===== config.mk =====
export PLATFORM = sky130hd
export DESIGN_NAME = pll_lock_sequencer
export DESIGN_NICKNAME = d
export VERILOG_FILES = /design/src/rtl/pll_seq_pkg.sv /design/src/rtl/sync_2ff.sv /design/src/rtl/pll_lock_sequencer.sv
export SDC_FILE = /design/constraint.sdc
export NUM_CORES = 1
export LEC_CHECK = 0
export ABC_AREA = 1
export BUFFER_PORTS_ARGS = -buffer_cell sky130_fd_sc_hd__buf_2
export CELL_PAD_IN_SITES_DETAIL_PLACEMENT = 0
export CELL_PAD_IN_SITES_GLOBAL_PLACEMENT = 1
export CORE_AREA = 2 2 75 77
export DETAILED_ROUTE_END_ITERATION = 6
export DIE_AREA = 0 0 77 79
export PLACE_DENSITY_LB_ADDON = 0.2
export RECOVER_POWER = 50
export SLEW_MARGIN = 20
export SYNTH_ARGS = -nofsm -noshare
export SYNTH_HDL_FRONTEND = slang
export SYNTH_SLANG_ARGS = --single-unit

===== constraint.sdc =====
create_clock -name clk27mhz -period 1.8 [get_ports clk27mhz]
set_clock_uncertainty 0.2 [all_clocks]
set_input_delay 0.09 -clock clk27mhz [delete_from_list [all_inputs] [get_ports clk27mhz]]
set_output_delay 0.09 -clock clk27mhz [all_outputs]
set_load 0.005 [all_outputs]

===== src/rtl/pll_seq_pkg.sv =====
// pll_seq_pkg
//   Shared definitions for the PLL lock sequencer: FSM state encodings,
//   default timing constants (27 MHz reference), field widths and a
//   saturating-increment helper for the lock-loss counter.
package pll_seq_pkg;

  // Encodings are visible on state_o, so keep them fixed.
  typedef enum logic [2:0] {
    PLL_RST   = 3'd0,
    WAIT_LOCK = 3'd1,
    STABLE    = 3'd2,
    RUN       = 3'd3,
    FAIL      = 3'd4
  } seq_state_t;

  // Default timing at 27 MHz
  localparam int DEF_RST_CYCLES    = 27;     // 1 us of PLL reset
  localparam int DEF_LOCK_TIMEOUT  = 27000;  // 1 ms to lock
  localparam int DEF_STABLE_CYCLES = 2700;   // 100 us of steady lock
  localparam int DEF_MAX_RETRIES   = 3;

  localparam int CNT_W   = 16;
  localparam int RETRY_W = 4;
  localparam int LOSS_W  = 8;

  function automatic logic [LOSS_W-1:0] sat_inc(input logic [LOSS_W-1:0] v);
    return (v == {LOSS_W{1'b1}}) ? v : v + LOSS_W'(1);
  endfunction

endpackage


===== src/rtl/sync_2ff.sv =====
// sync_2ff
//   Two-flop synchronizer for slow, level-type status bits crossing into
//   the clk domain. Each bit is synchronized independently, so a multi-bit
//   bus must only carry unrelated flags, never an encoded value.
// Ports
//   clk    destination clock
//   reset  synchronous active-high reset, clears both stages
//   d      asynchronous input bits
//   q      synchronized output bits (2 cycles of latency)
module sync_2ff #(
  parameter int WIDTH = 1
) (
  input  logic             clk,
  input  logic             reset,
  input  logic [WIDTH-1:0] d,
  output logic [WIDTH-1:0] q
);

  logic [WIDTH-1:0] meta;

  always_ff @(posedge clk) begin
    if (reset) begin
      meta <= '0;
      q    <= '0;
    end else begin
      meta <= d;
      q    <= meta;
    end
  end

endmodule


===== src/rtl/pll_lock_sequencer.sv =====
// pll_lock_sequencer
//   Drives the PLL reset pin, waits for lock, demands a stable lock
//   interval before declaring the output clock ready, retries on lock
//   timeout and latches a failure after MAX_RETRIES+1 unsuccessful
//   attempts. A lock drop while running forces a full re-lock.
// Ports
//   clk27mhz       27 MHz reference clock (sole clock)
//   reset          synchronous active-high reset
//   clk_locked     PLL lock indication, asynchronous
//   restart_req    single-cycle request for a full re-lock
//   pll_reset      PLL reset pin drive (high in PLL_RST and FAIL)
//   clk_ready      registered, high only in RUN
//   pll_fail       high in FAIL; cleared by reset or restart_req
//   lock_loss_cnt  saturating count of lock drops seen in RUN
//   state_o        current FSM state, for debug
module pll_lock_sequencer
  import pll_seq_pkg::*;
#(
  parameter int RST_CYCLES    = DEF_RST_CYCLES,
  parameter int LOCK_TIMEOUT  = DEF_LOCK_TIMEOUT,
  parameter int STABLE_CYCLES = DEF_STABLE_CYCLES,
  parameter int MAX_RETRIES   = DEF_MAX_RETRIES
) (
  input  logic              clk27mhz,
  input  logic              reset,
  input  logic              clk_locked,
  input  logic              restart_req,
  output logic              pll_reset,
  output logic              clk_ready,
  output logic              pll_fail,
  output logic [LOSS_W-1:0] lock_loss_cnt,
  output logic [2:0]        state_o
);

  localparam logic [CNT_W-1:0]   RST_LAST    = CNT_W'(RST_CYCLES - 1);
  localparam logic [CNT_W-1:0]   LOCK_LAST   = CNT_W'(LOCK_TIMEOUT - 1);
  localparam logic [CNT_W-1:0]   STABLE_LAST = CNT_W'(STABLE_CYCLES - 1);
  localparam logic [RETRY_W-1:0] RETRY_MAX   = RETRY_W'(MAX_RETRIES);

  logic lock_s;

  seq_state_t         state, state_n;
  logic [CNT_W-1:0]   cnt, cnt_n;
  logic [RETRY_W-1:0] retry_cnt, retry_n;
  logic [LOSS_W-1:0]  loss_n;

  sync_2ff #(.WIDTH(1)) u_lock_sync (
    .clk   (clk27mhz),
    .reset (reset),
    .d     (clk_locked),
    .q     (lock_s)
  );

  // Next-state logic. Every terminal compare is an equality on the state's
  // own limit and the counter is cleared on every transition, so the
  // counter cannot wrap inside any state.
  always_comb begin
    state_n = state;
    cnt_n   = cnt;
    retry_n = retry_cnt;
    loss_n  = lock_loss_cnt;

    // A drop in RUN is counted even when a restart wins the same cycle.
    if (state == RUN && !lock_s)
      loss_n = sat_inc(lock_loss_cnt);

    if (restart_req) begin
      state_n = PLL_RST;
      cnt_n   = '0;
      retry_n = '0;
    end else begin
      unique case (state)
        PLL_RST: begin
          if (cnt == RST_LAST) begin
            state_n = WAIT_LOCK;
            cnt_n   = '0;
          end else begin
            cnt_n = cnt + CNT_W'(1);
          end
        end
        WAIT_LOCK: begin
          // Lock seen on the last allowed cycle still counts as success.
          if (lock_s) begin
            state_n = STABLE;
            cnt_n   = '0;
          end else if (cnt == LOCK_LAST) begin
            cnt_n = '0;
            if (retry_cnt == RETRY_MAX) begin
              state_n = FAIL;
            end else begin
              state_n = PLL_RST;
              retry_n = retry_cnt + RETRY_W'(1);
            end
          end else begin
            cnt_n = cnt + CNT_W'(1);
          end
        end
        STABLE: begin
          // A glitch restarts the wait for lock but is not a failed attempt.
          if (!lock_s) begin
            state_n = WAIT_LOCK;
            cnt_n   = '0;
          end else if (cnt == STABLE_LAST) begin
            state_n = RUN;
            cnt_n   = '0;
            retry_n = '0;
          end else begin
            cnt_n = cnt + CNT_W'(1);
          end
        end
        RUN: begin
          cnt_n = '0;
          if (!lock_s)
            state_n = PLL_RST;
        end
        FAIL: begin
          cnt_n = '0;
        end
        default: begin
          state_n = PLL_RST;
          cnt_n   = '0;
          retry_n = '0;
        end
      endcase
    end
  end

  // Outputs are registered from the next state, so each flop equals a
  // decode of the current state and clk_ready has no combinational path
  // back to clk_locked.
  always_ff @(posedge clk27mhz) begin
    if (reset) begin
      state         <= PLL_RST;
      cnt           <= '0;
      retry_cnt     <= '0;
      lock_loss_cnt <= '0;
      pll_reset     <= 1'b1;
      clk_ready     <= 1'b0;
      pll_fail      <= 1'b0;
    end else begin
      state         <= state_n;
      cnt           <= cnt_n;
      retry_cnt     <= retry_n;
      lock_loss_cnt <= loss_n;
      pll_reset     <= (state_n == PLL_RST) || (state_n == FAIL);
      clk_ready     <= (state_n == RUN);
      pll_fail      <= (state_n == FAIL);
    end
  end

  assign state_o = state;

endmodule


# ---- Yosys cells after proc, flatten, opt, wreduce, memory -nomap -nowiden
# Cells that the tools add are included.
# Widths: inputs -> output; s select.
dict set report totals {
  regBits 36
  out_inout_bits 14
  wordCells 60
}
dict set report op_classes {
  n_addsub 3
  eq_ne 16
  n_mux 21
  bitwise_logic 2
  n_reduce_logical 9
}
# operator n
set ops {}
lappend ops {{$mux 16} 5}
lappend ops {{$pmux 16 s3} 1}
lappend ops {{$mux 3} 8}
lappend ops {{$mux 4} 5}
lappend ops {{$add 16x1->16 const B} 1}
lappend ops {{$eq 16x12->1 const B} 1}
lappend ops {{$eq 16x15->1 const B} 1}
lappend ops {{$eq 16x5->1 const B} 1}
lappend ops {{$pmux 3 s5} 1}
lappend ops {{$pmux 4 s3} 1}
lappend ops {{$eq 3x2->1 const B} 3}
lappend ops {{$add 8x1->8 const B} 1}
lappend ops {{$eq 8x8->1 const B} 1}
lappend ops {{$ne 2x2->1 const B} 4}
lappend ops {{$eq 3x3->1 const B} 2}
lappend ops {{$logic_not 3->1} 2}
lappend ops {{$reduce_and 6->1} 1}
lappend ops {{$add 4x1->4 const B} 1}
lappend ops {{$eq 4x2->1 const B} 1}
lappend ops {{$eq 3x1->1 const B} 1}
lappend ops {{$reduce_or 3->1} 1}
lappend ops {{$ne 2x1->1 const B} 1}
lappend ops {{$not 1->1} 2}
lappend ops {{$reduce_and 2->1} 1}
lappend ops {{other kinds (4)} 4}

# ---- Depth between registers and ports, before layout
# Gate-level depths: netlist (run 1).
dict set report depth {
  depth_word 8
  depth_mapped 11
}

# ---- Hierarchy
# Synthesis (run 1) repeated with hierarchy kept, for this count alone.
dict set report hier_totals {
  cells_unflattened 290
  area_unflattened_um2 2037.0
}
# mod instances cells_each area_per_inst_um2 seq_area_each_um2
set by_module_without_submodules {}
lappend by_module_without_submodules {pll_lock_sequencer 1 284 1981.9 680.7}
lappend by_module_without_submodules {sync_2ff 1 6 55.1 40.0}

# ---- Worst setup path after synthesis (run 1)
# OpenSTA, ideal clock, no wires.
dict set report synth_timing {
  path_kind {reg-to-reg}
  start {register cnt[0]}
  end {register cnt[2]}
  setup_time_ns 0.116
  arrival_ns 1.450
  path_slack_ns 0.035
  path_stages_with_launch 12
  n_path_buf 1
  synth_period_minus_slack_ns 1.765
  cell_sequence {dfxtp_1 ha_1 inv_1 nor2_1 nand2_1 nor2_1 nand2_1 nand2_2 nor2_2 o21ai_4 buf_6 nor2_1}
}
dict set report synth_via {
  elab_chain_cells 4
}
# item line
set synth_lines {}
lappend synth_lines {{start, declared} pll_lock_sequencer.sv:43} ;# logic [CNT_W-1:0] cnt, cnt_n;
lappend synth_lines {{start signal, assigned} pll_lock_sequencer.sv:142} ;# cnt <= cnt_n;
lappend synth_lines {{$add 16x1->16, or another cell as far along} {pll_lock_sequencer.sv:78, pll_lock_sequencer.sv:95, pll_lock_sequencer.sv:108}}
lappend synth_lines {{$mux 16 (on tied branches)} {pll_lock_sequencer.sv:103, pll_lock_sequencer.sv:86}}
lappend synth_lines {{$mux 16 (on tied branches)} {pll_lock_sequencer.sv:100, pll_lock_sequencer.sv:83}}
lappend synth_lines {{$pmux 16 s3 *} pll_lock_sequencer.sv:72} ;# unique case (state)
# Every way passes the cells marked *; elsewhere a longest branch is shown, timed or not.
# A chain may end at the register's enable or synchronous reset.

# ---- Final worst setup path (run 1)
dict set report layout_timing {
  start {input port reset}
  end {register cnt[9]}
}
dict set report layout_via {
  elab_chain_cells 1
}
# item line
set layout_lines {}
lappend layout_lines {{start, declared} pll_lock_sequencer.sv:25} ;# input logic reset,
lappend layout_lines {{$reduce_or 2->1 (no source line)} n/a}
# No other way between the ends.

==> impl_metrics.ini, run 1 <==
[outcome]
status = finished, final reports clean

[power_and_ir_drop]
p_per_area_nw_per_um2 = 661
p_seq_share_pct = 51.5
p_int_mw = 1.23
comb_power_share_pct = 3.1
swShare_pct = 21.1
p_leak_nw = 0.953
pwr-share-clk_pct = 45.4
ir_drop_uv = 352
p_switching_uw = 330

[run]
max_cap_viol_count = 0

[placement]
dp_slack_ns = 0.0104
io_buffers = 17
place_area_um2 = 2210
hpwl_mm = 3.17
place.gp.congestion = 0.818

[routing]
dr_total_vias = 1785
viasPerCell = 4.50
routedWlPerCell_um = 10.3
wl_mm = 4.10
ant_nets = 0
drtIter0Drc = 52
drc = 0
drt_first_pass_iters = 4

[floorplan]
dieArea_um2 = 6080
core_area_um2 = 5340
row_count = 27
io-pin-count = 18
initial_core_util_pct = 35.2
die_h_um = 79
dieWidth_um = 77

[clocking]
cts_tree = yes
numCtsBuffers = 5
cts_root_buf = clkbuf_8
cts.sinks = 36
ctsHtreeMaxLevel = 2
clk_pin_slew_ns = 0.08
clk-insertion-delay-late_ns = 0.29
clockBufferDepth = 2

[sta]
setup_viol = 0
worst_pin_slew_ns = 0.430
fmax_ghz = 0.580
slew_violations = 0
min_period_ns = 1.73
rsz0062_at_grt = yes
slew_headroom_pct = 71.1
tns_ns = 0
hold_viol = 0
period_share_pct = 95.8
worst_slack_ns = 0.0748

[critical_path]
crit_path_top_delay_cell = dlygate4sd3_1
cp_max_fo = 16
path_cells = dlygate4sd3_1 > buf_2 > inv_1 > nand2_1 > a211oi_1 > o21ai_4 > buf_12 > nor2_1
crit_family = buffers and inverters
crit_type = in -> reg
critical_path_buf_inv_count = 4
cp-end-kind = flop
cp-start-kind = primary input
max_stage_delay_ns = 0.53
required_ns = 1.83
cp.depth = 8
reg2reg_depth = 9
worstPathArrival_ns = 1.75

[grt]
grt_pass1_wl_mm = 7.28
grt_pass1_vias = 1699
grt_max_degree = 17
antenna_found_initial = 0
grt_util_all_layers_pct = 14.8
grt_overflow = 0

[logic_synthesis]
synthFlopType = dfxtp_1
synth_edf_count = 0
ys_ff_latch = 36
syn_avg_cell_area_um2 = 6.76
yosys_warnings = 0
yosysSeqAreaShare_pct = 38.3
ys_types = 21
async_reset_ff_share_pct = 0
synth_fp_nets = 287
syn_area_um2 = 1880
postSynthCellCount = 278

[cells_and_area]
areaGrowthSynthToFinish_pct = 25.8
final_net_count = 333
layout-drive-gt1-share_pct = 16.6
design_area_um2 = 2360
fin_util_pct = 44.3
antenna_cells = 0
mostFrequentLayoutCells = nand2_1 (65), nor2_1 (55), dfxtp_1 (34)
mostFrequentLayoutCell = nand2_1
n_fill_cell = 600

[min_path]
hold_class = reg -> reg
hold_depth = 2
[cell families (layout without fill, tap and decap cells)]
kind of cell	count (synthesis)	after routing	synth area share (%)
DFF	36	36	38.3
and+or+nand+nor	163	163	36.7
adders and majority gates	5	5	3.33
buffers and inverters	36	83	7.66
AOI/OAI and AO/OA	23	23	6.99
xor gates and xnor gates	15	15	6.99
[area by class of cell]
cell class                      count  area, µm²  area share, %
Multi-Input combinational cell    206       1020           43.2
Tap cell                           72       90.1           3.81
Timing Repair Buffer               41        288           12.2
Inverter                           34        128           5.40
Clock inverter                      3       42.5           1.80
Sequential cell                    36        726           30.7
Clock buffer                        5       68.8           2.91
[power by group through the flow]
stage	clock, mW	combinational (mW)	sequential [mW]
final	0.710	0.0482	0.804
after global routing	0.767	0.0551	0.805
after CTS	0.736	0.0495	0.805
after detailed placement	0	0.0429	0.823
after global placement	0	0.0431	0.823
after floorplan	0	0.0241	0.822
[repair_timing]
action                     CTS  global route
buffers inserted             0             0
setup endpoints to repair   15            27
hold endpoints to repair    10             0
hold buffers                 4             0
resized for setup            1             4
[cells in the mapped netlist, types with 2 or more instances]
| master | instances | area, µm² |
|---|---|---|
| xnor2_1 | 4 | 35.0 |
| nand2_1 | 65 | 244 |
| o21ai_0 | 5 | 25.0 |
| a21oi_1 | 15 | 75.1 |
| xor2_1 | 11 | 96.3 |
| nand3_1 | 18 | 90.1 |
| nor3_1 | 9 | 45.0 |
| nand2_2 | 2 | 12.5 |
| inv_1 | 30 | 113 |
| nand4_1 | 10 | 62.6 |
| nor2_2 | 3 | 18.8 |
| ha_1 | 5 | 62.6 |
| dfxtp_1 | 36 | 721 |
| inv_2 | 4 | 15.0 |
| nor2_1 | 55 | 206 |
[worst register-to-register path, delay by kind of cell, from the launching register on]
family,cells,cell delay (ns)
adder cells (fa/ha/maj),1,0.19
flip-flops,1,0.37
buffers and inverters,1,0.15
AND/OR/NAND/NOR,6,0.55
AO/OA/AOI/OAI,1,0.15
[registers in the layout (all words and copies together), names as in the netlist]
signal / flops
pll_reset: 1
state_o: 3
clk_ready: 1
u_lock_sync.meta: 1
u_lock_sync.q: 1
lock_loss_cnt: 8
retry_cnt: 4
cnt: 16
pll_fail: 1
[worst paths after layout]
path | endpoint | startpoint | slack [ns]
setup reg to reg | cnt[12] | cnt[0] | 0.08
hold reg to reg | u_lock_sync.q | u_lock_sync.meta | 0.22
setup / recovery | cnt[9] | reset | 0.07
hold / removal | u_lock_sync.q | u_lock_sync.meta | 0.22
[per-stage QoR]
stage	cells	hold WS, ns	power, mW
floorplan	278	-0.0409	0.847
global placement	385	0.0899	0.866
detailed placement	385	0.0988	0.866
CTS	397	0.219	1.59
global route	397	0.253	1.63
finish	397	0.216	1.56
[routing by layer]
layer  up-vias  share of wire, %  global-route usage, %
li1        975                 -                      -
met1       781                49                   18.8
met2        24                46                   24.5
met3         5               3.5                   3.52
met4         0               1.6                   5.89
met5         -                 0                      0
No activity file was read; power rests on OpenSTA's default activity.
==> inputs of run 2 (changes only) <==
--- a/config.mk
+++ b/config.mk
@@ -14,6 +14,7 @@
 export DIE_AREA = 0 0 77 79
 export PLACE_DENSITY_LB_ADDON = 0.2
 export RECOVER_POWER = 50
+export SETUP_SLACK_MARGIN = 0.1
 export SLEW_MARGIN = 20
 export SYNTH_ARGS = -nofsm -noshare
 export SYNTH_HDL_FRONTEND = slang
==> run 2 against run 1 <==
Sequential power is essentially flat. Power shrank 5.9%. First-iteration DRC count grew 54%. Die area is the same. Largest cell class unchanged.
==> impl_metrics.ini, run 2 (same netlist as run 1, synthesis figures left out) <==
[critical_path]
path_cells = buf_2 > dlygate4sd3_1 > inv_1 > nand2_1 > a211oi_1 > o21ai_4 > clkbuf_16 > nor2_1
cp_max_fo = 8
ff2ff_setup_slack_ns = 0.04
critical_path_buf_inv_count = 4
cp-end-kind = flop
cp-start-kind = primary input
crit_family = buffers and inverters
crit_type = in -> reg
max_stage_delay_ns = 0.56
required_ns = 1.84
worstPathArrival_ns = 1.80
crit_path_top_delay_cell = dlygate4sd3_1

[cells_and_area]
reg_top3 = cnt: 16 flops, lock_loss_cnt: 8 flops, retry_cnt: 4 flops
layoutNonFillerInstCount = 397
regMostFlops = cnt
mostFrequentLayoutCells = nand2_1 (64), nor2_1 (40), inv_1 (29)
mostFrequentLayoutCell = nand2_1
layout-drive-gt1-share_pct = 26.2
n_fill_cell = 571
design_area_um2 = 2480
final_net_count = 333
antenna_cells = 0
areaGrowthSynthToFinish_pct = 32.0
largest_reg_flops = 16

[floorplan]
row_count = 27
initial_core_util_pct = 35.2
dieWidth_um = 77
dieArea_um2 = 6080
die_h_um = 79
core_area_um2 = 5340
io-pin-count = 18

[sta]
min_period_ns = 1.76
period_share_pct = 97.9
slew_headroom_pct = 72.6
fmax_ghz = 0.568
worst_hold_slack_ns = 0.116
slew_violations = 0
rsz0062_at_grt = yes
tns_ns = 0
setup_viol = 0
hold_viol = 0
worst_pin_slew_ns = 0.408

[power_and_ir_drop]
ir_drop_uv = 298
p_per_area_nw_per_um2 = 592
design_power_total_mw = 1.47
p_leak_nw = 0.968

[clocking]
clockBufferDepth = 2
clk_pin_slew_ns = 0.08
clk-insertion-delay-late_ns = 0.29
cts_root_buf = clkbuf_8
ctsHtreeMaxLevel = 2
cts.sinks = 36
cts_tree = yes
numCtsBuffers = 5

[grt]
grt_util_all_layers_pct = 15.8
grt_pass1_vias = 1739
antenna_found_initial = 0
grt_max_degree = 12
grt_pass1_wl_mm = 7.65
grt_overflow = 0

[routing]
viasPerCell = 4.63
ant_nets = 0
wl_mm = 4.50
routedWlPerCell_um = 11.3
drc = 0
dr_total_vias = 1838
drtIter0Drc = 80
drt_first_pass_iters = 4

[outcome]
status = finished, final reports clean

[min_path]
hold_class = in -> reg

[run]
max_cap_viol_count = 0

[placement]
io_buffers = 17
place_area_um2 = 2170
dpl.cell_count = 381
hpwl_mm = 3.23
place.gp.congestion = 0.816
run 2: cell type report:
cell class / instances / area (µm²) / area share [%]
multi-input cells: 206 / 1130 / 45.7
clock inverters: 2 / 10.0 / 0.403
inverters: 34 / 128 / 5.14
flip-flops and latches: 36 / 736 / 29.7
repair buffers: 41 / 302 / 12.2
well taps: 72 / 90.1 / 3.63
clock buffers: 6 / 82.6 / 3.33
run 2: worst paths after layout:
kind / startpoint / endpoint / cells past startpoint
setup reg to reg: cnt[0] / cnt[14] / 10
hold / removal: reset / lock_loss_cnt[4] / 5
hold reg to reg: u_lock_sync.meta / u_lock_sync.q / 2
setup / recovery: restart_req / cnt[12] / 8
run 2: per-layer routing:
layer  track usage [%]  vias up  wire (µm)
li1                  -      975          -
met1              19.5      832       2080
met2              27.0       24       2210
met3              3.41        7        133
met4              6.25        0         74
met5                 0        -          0
run 2: where the power goes:
group	internal, mW	total (mW)	leakage, nW	switching, mW
Sequential	0.799	0.805	0.295	0.00653
Combinational	0.0306	0.0653	0.622	0.0347
Clock	0.305	0.599	0.0510	0.294
Total	1.13	1.47	0.968	0.335
run 2: stage by stage:
stage	util (%)	worst slack (ns)
floorplan	-	0.104
global placement	40.7	0.0227
detailed placement	40.7	0.0247
CTS	44.7	0.0327
global route	46.5	-0.0909
finish	46.5	0.0380
run 2: repair_timing:
action	CTS	global route
setup buffers	2	1
resized for setup	11	31
hold endpoints to repair	9	0
hold buffers	4	0
setup endpoints to repair	18	31
gates cloned	1	0
pin swaps	4	13
run 2: tightest hold or removal path: stages:
cell      delay (ns)
clkbuf_1        0.12
inv_1           0.08
buf_4           0.14
nand2_1         0.06
nor2_1          0.08
